**config.mk**
```make
export PLATFORM = sky130hd
export DESIGN_NAME = rom_fetch_sequencer
export DESIGN_NICKNAME = d
export VERILOG_FILES = /design/src/rtl/rom_fetch_sequencer.sv
export SDC_FILE = /design/constraint.sdc
export NUM_CORES = 1
export LEC_CHECK = 0
export CAP_MARGIN = 15
export CORE_UTILIZATION = 44
export DETAILED_ROUTE_END_ITERATION = 6
export HOLD_SLACK_MARGIN = 0.08
export MAX_ROUTING_LAYER = met4
export PLACE_DENSITY = 0.93
export SYNTH_ARGS = -nofsm -noshare
export SYNTH_HDL_FRONTEND = slang
export SYNTH_SLANG_ARGS = --single-unit
```
**constraint.sdc**
```tcl
create_clock -name clk -period 5.55 [get_ports clk]
set_input_delay 1.11 -clock clk [delete_from_list [all_inputs] [get_ports clk]]
set_output_delay 1.11 -clock clk [all_outputs]
set_load 0.03 [all_outputs]
```
**src/rtl/rom_fetch_sequencer.sv**
```systemverilog
// Walks a burst of ROM addresses, waits out the ROM read latency and hands each
// captured word to the consumer over a valid/ready handshake, pulsing done at the end.
module rom_fetch_sequencer #(
  parameter int ADDR_W  = 8,
  parameter int DATA_W  = 128,
  parameter int ROM_LAT = 1
) (
  input  logic              clk,
  input  logic              rst,
  input  logic              start,
  input  logic              abort,
  input  logic [ADDR_W-1:0] cfg_base,
  input  logic [ADDR_W:0]   cfg_count,
  output logic [ADDR_W-1:0] rom_addr,
  input  logic [DATA_W-1:0] rom_data,
  output logic [DATA_W-1:0] img_data,
  output logic              img_valid,
  input  logic              img_ready,
  output logic [ADDR_W:0]   img_index,
  output logic              img_last,
  output logic              busy,
  output logic              done
);

  typedef enum logic [1:0] {IDLE, FETCH, PRESENT} state_t;

  localparam logic [2:0] LAT = 3'(ROM_LAT);

  state_t            state, state_n;
  logic [ADDR_W-1:0] rom_addr_n;
  logic [ADDR_W:0]   remaining, remaining_n, img_index_n;
  logic [2:0]        lat_cnt, lat_cnt_n;
  logic [DATA_W-1:0] img_data_n;
  logic              img_valid_n, img_last_n, done_n;

  assign busy = (state != IDLE);

  always_ff @(posedge clk) begin
    if (rst) begin
      state     <= IDLE;
      rom_addr  <= '0;
      remaining <= '0;
      img_index <= '0;
      lat_cnt   <= '0;
      img_data  <= '0;
      img_valid <= 1'b0;
      img_last  <= 1'b0;
      done      <= 1'b0;
    end else begin
      state     <= state_n;
      rom_addr  <= rom_addr_n;
      remaining <= remaining_n;
      img_index <= img_index_n;
      lat_cnt   <= lat_cnt_n;
      img_data  <= img_data_n;
      img_valid <= img_valid_n;
      img_last  <= img_last_n;
      done      <= done_n;
    end
  end

  // Abort overrides everything; otherwise the state decides which registers move.
  always_comb begin
    state_n     = state;
    rom_addr_n  = rom_addr;
    remaining_n = remaining;
    img_index_n = img_index;
    lat_cnt_n   = lat_cnt;
    img_data_n  = img_data;
    img_valid_n = img_valid;
    img_last_n  = img_last;
    done_n      = 1'b0;

    if (abort) begin
      state_n     = IDLE;
      img_valid_n = 1'b0;
      img_last_n  = 1'b0;
    end else begin
      case (state)
        IDLE: begin
          if (start) begin
            if (cfg_count != '0) begin
              rom_addr_n  = cfg_base;
              remaining_n = cfg_count;
              img_index_n = '0;
              lat_cnt_n   = '0;
              state_n     = FETCH;
            end else begin
              done_n = 1'b1;
            end
          end
        end
        FETCH: begin
          lat_cnt_n = lat_cnt + 3'd1;
          if (lat_cnt == LAT) begin
            img_data_n  = rom_data;
            img_valid_n = 1'b1;
            img_last_n  = (remaining == (ADDR_W+1)'(1));
            state_n     = PRESENT;
          end
        end
        PRESENT: begin
          if (img_valid && img_ready) begin
            img_valid_n = 1'b0;
            if (img_last) begin
              img_last_n = 1'b0;
              done_n     = 1'b1;
              state_n    = IDLE;
            end else begin
              rom_addr_n  = rom_addr + ADDR_W'(1);
              remaining_n = remaining - (ADDR_W+1)'(1);
              img_index_n = img_index + (ADDR_W+1)'(1);
              lat_cnt_n   = '0;
              state_n     = FETCH;
            end
          end
        end
        default: state_n = IDLE;
      endcase
    end
  end

endmodule

```
---- Word level (Yosys, flattened, before mapping) ----
Index checks and enable logic that the tools add are counted.
word-level totals
  input bits .............................. 150
  register bits ........................... 162
cells by class
  add/subtract/negate cells ............... 4
  multiplexer cells ....................... 36
  equality and inequality tests ........... 9
  bitwise gates (word level) .............. 1
  reductions and logical operators ........ 13
operator list
  kind                   count
  $mux W9                8
  $pmux W9 S2            2
  $mux W8                4
  $pmux W8 S2            1
  $mux W3                4
  $reduce_and A6 Y1      2
  $ne A2 B2 Y1 const B   5
  $add A9 B1 Y9 const B  1
  $eq A9 B1 Y1 const B   1
  $pmux W3 S3            1
  $reduce_bool A9 Y1     1
  $sub A9 B1 Y9 const B  1
  $add A8 B1 Y8 const B  1
  $mux W1                8
  $mux W2                4
  $pmux W1 S2            3
  $pmux W2 S3            1
  $reduce_and A3 Y1      2
  $reduce_bool A2 Y1     3
  $reduce_and A4 Y1      1
  $add A3 B1 Y3 const B  1
  $eq A3 B1 Y1 const B   1
  $reduce_bool A3 Y1     1
  $eq A2 B1 Y1 const B   1
  other kinds (5)        5

---- Logic depth before layout (Yosys ltp) ----
  depth in word-level cells ............... 4
  depth in mapped cells ................... 8

---- Worst setup path before layout ----
Ideal clock, no wire load.
  path type ............................... input port to flip-flop
  from .................................... input start
  to ...................................... register img_index[5]
  library setup time ...................... 0.070 ns
  buffers on the path ..................... 2
  arrival time ............................ 2.423 ns
  stages .................................. 6
  setup slack ............................. 3.057 ns
  cell sequence ........................... nand2b_4 > buf_6 > a2111o_1 > buf_6 > or4_1 > a21oi_1
between the ends
  cells in the longest elaborated chain, start to end .. 2
RTL lines
  what                                RTL line  source
  start: declaration                  10        input logic start,
  $ne A2 B2 Y1 (no source line)       -
  $reduce_and A6 Y1 (no source line)  -
  end signal: assignment              53        img_index <= img_index_n;
  end: declaration                    19        output logic [ADDR_W:0] img_index,
Every way passes these cells.
A chain may end at the register's enable or synchronous reset.

---- Worst setup path in the final report ----
  from .................................... register state[1]
  to ...................................... output busy
between the ends
  cells in the longest elaborated chain, start to end .. 1
RTL lines
  what                      RTL line  source
  start: declaration        29        state_t state, state_n;
  start signal: assignment  50        state <= state_n;
  $reduce_bool A2 Y1        36        assign busy = (state != IDLE);
  end: declaration          21        output logic busy,
Every way passes these cells.

==> impl_metrics.py <==
metrics = {
    "synthesis": {
        "ys_ff_latch": 162,
        "netlist.area_leader.share": 0.507,
        "seq_area_frac_synth": 0.507,
        "synth.area.top_cells": "dfxtp_1 51%, nand2_1 16%, a21oi_1 12%, clkbuf_1 3.1%, ha_1 1.2%",
        "ys.flop_type": "dfxtp_1",
        "synth_nets": 963,
        "synth_common_cells": "271 x nand2_1, 162 x dfxtp_1, 150 x a21oi_1",
        "syn_area_um2": 6400,
        "async_reset_ff_frac": 0,
        "synth_most_common_cell": "nand2_1",
        "post-synth-top-area-cell": "dfxtp_1",
        "avgSynthCellArea_um2": 7.93,
        "yosysUniqueCellTypes": 52,
        "ys_warn_count": 0,
        "synthCells": 807,
        "synth_enable_flop_cells": 0,
    },
    "worst_hold_path": {
        "hold_class": "reg2reg",
        "min_delay_path_depth": 2,
        "whs_endpoint": "img_data[60]",
        "hp-start": "img_data[60]",
    },
    "grt": {
        "grt_max_degree": 87,
        "grt_first_pass_wirelength_um": 31100,
        "grt_usage": 0.278,
        "grt_overflow": 0,
        "antenna_found_initial": 1,
        "grt_pass1_vias": 6354,
    },
    "route": {
        "wl_met2_um": 10500,
        "first_pass_iters": 5,
        "drtIter0Drc": 495,
        "avgRoutedWirePerCell_um": 16.7,
        "top_layer_used": "met4",
        "ant_nets": 0,
        "routed_via_density": 5.43,
        "drc": 0,
        "met3_length_um": 1900,
        "wl_met1_um": 8040,
        "vias": 6852,
        "wl_um": 21000,
    },
    "cells_and_area": {
        "finalInstanceArea_um2": 9970,
        "nets": 1226,
        "multiInputGateArea_um2": 2880,
        "fillers": 1010,
        "drive_gt1_frac": 0.0370,
        "syn_to_final_growth_pct": 55.8,
        "fin_util": 0.710,
        "ff_latch_area_um2": 3240,
    },
    "sta": {
        "hold_viol_final": 0,
        "slew_headroom": 0.266,
        "rsz0062_at_grt": "false",
        "min_period_ps": 3610,
        "totalNegativeSetupSlack_ps": 0,
        "finalCritPeriodShare": 0.650,
        "drv_slew": 0,
        "clock.fmax_mhz": 277,
        "setup_viol": 0,
        "tightest_slew_ps": 1100,
        "finalClockSkew_ps": 11.1,
        "whs_ps": 451,
    },
    "setup_path": {
        "r2r-end": "img_data[93]",
        "worstSetupPathType": "reg2out",
        "end_kind": "primary output",
        "worstPathArrival_ps": 2500,
        "reg2regPathDepth": 5,
        "rrSetupSlack_ps": 2750,
        "crit_path_max_fanout": 18,
        "critPathRequiredTime_ps": 4440,
        "start_kind": "flop",
        "r2r-start": "state[0]",
    },
    "cts": {
        "ctsRootBufferMaster": "clkbuf_16",
        "cts_tree": "yes",
        "insertion_delay_ps": 420,
        "clock_sinks": 162,
        "ctsHoldBuffers": 0,
        "cts_buffers": 17,
        "htree_levels": 4,
        "cts_setup_buffers": 0,
        "ctsResizeCount": 0,
        "clk_path_buf_depth": 2,
        "path_clk_slew_ps": 60,
    },
    "floorplan": {
        "core_region_area_um2": 14000,
        "initial_core_util": 0.455,
        "dieArea_um2": 15000,
        "dieWidth_um": 123,
        "fp-row-count": 43,
        "pin_count": 299,
        "die_y_um": 123,
    },
    "status": {
        "outcome": "complete, no violations",
    },
    "power": {
        "cellLeakagePower_nw": 3.32,
        "vdd_drop_max_v": 0.000228,
        "power.density_nw_per_um2": 250,
    },
    "place": {
        "place_area_um2": 9420,
        "place.detailed.hpwl_um": 14300,
        "place_congestion": 0.879,
        "port_buffers": 298,
    },
    "run": {
        "cap_violations": 0,
    },
}
==> logic make-up after synthesis <==
| kind of cell | Yosys count | synth area share |
|---|---|---|
| adders and majority gates | 6 | 0.0117 |
| AOI/OAI and AO/OA | 207 | 0.189 |
| buffers and inverters | 69 | 0.0444 |
| muxes | 2 | 0.00313 |
| DFF | 162 | 0.507 |
| and+or+nand+nor | 361 | 0.245 |
==> routing by layer <==
| metal | track usage | up-vias |
|---|---|---|
| met3 | 0.0990 | 53 |
| met5 | - | - |
| met1 | 0.302 | 3180 |
| met4 | 0.107 | 0 |
| li1 | - | 3284 |
| met2 | 0.463 | 335 |
==> power by group <==
part | switching [mW] | internal, mW
sequential | 0.0115 | 1.17
combinational | 0.0799 | 0.119
clock | 0.459 | 0.653
==> worst max-delay path by stage <==
stage               startpoint           end  slack, ps  cells after the start
CTS                   state[1]          busy       2000                      3
finish                state[1]          busy       1940                      3
detailed placement       abort  img_data[98]       1990                      5
floorplan                start  img_index[5]       3060                      6
global placement         abort  img_data[70]       2050                      5
global route          state[1]          busy       1900                      3
==> cells in the final DEF (no fill, tap or decap), types with 5 or more instances in the layout <==
| master | instances |
|---|---|
| clkdlybuf4s50_1 | 297 |
| nand2_1 | 271 |
| dfxtp_1 | 162 |
| a21oi_1 | 150 |
| clkbuf_16 | 17 |
| nand3_1 | 14 |
| nor2_1 | 11 |
| o21ai_0 | 10 |
| inv_1 | 8 |
| nor4_1 | 8 |
| nor3_1 | 8 |
| nand2b_1 | 8 |
| or4_1 | 7 |
| o31ai_1 | 7 |
| and3_1 | 6 |
| nand4_1 | 6 |
| a31oi_1 | 6 |
| ha_1 | 6 |
| a221o_1 | 5 |
| clkinv_2 | 5 |
| buf_4 | 5 |
==> final cells by class <==
class,instances,area share
Multi-Input combinational cell,576,0.289
Clock buffer,19,0.0434
Sequential cell,162,0.325
Timing Repair Buffer,303,0.304
Antenna cell,1,0.000251
Inverter,10,0.00377
Tap cell,180,0.0226
Clock inverter,11,0.0117
==> worst max-delay path, stage by stage, from the launching register on <==
cell and delay (ps):
dfxtp_1 740, inv_1 430, nand2_1 210, clkdlybuf4s50_1 690
==> flip-flops by register name, indices dropped and copies added (netlist names) <==
name and flops:
img_data 128, img_index 9, remaining 9, rom_addr 8, lat_cnt 3, state 2
done 1, img_last 1, img_valid 1
==> per-stage QoR <==
| step | setup WS (ps) | std cells | total power [mW] |
|---|---|---|---|
| floorplan | 3060 | 807 | 1.27 |
| global placement | 2050 | 1231 | 1.40 |
| detailed placement | 1990 | 1231 | 1.40 |
| CTS | 2000 | 1261 | 2.51 |
| global route | 1900 | 1262 | 2.57 |
| finish | 1940 | 1262 | 2.49 |
(Power assumes the default switching activity.)
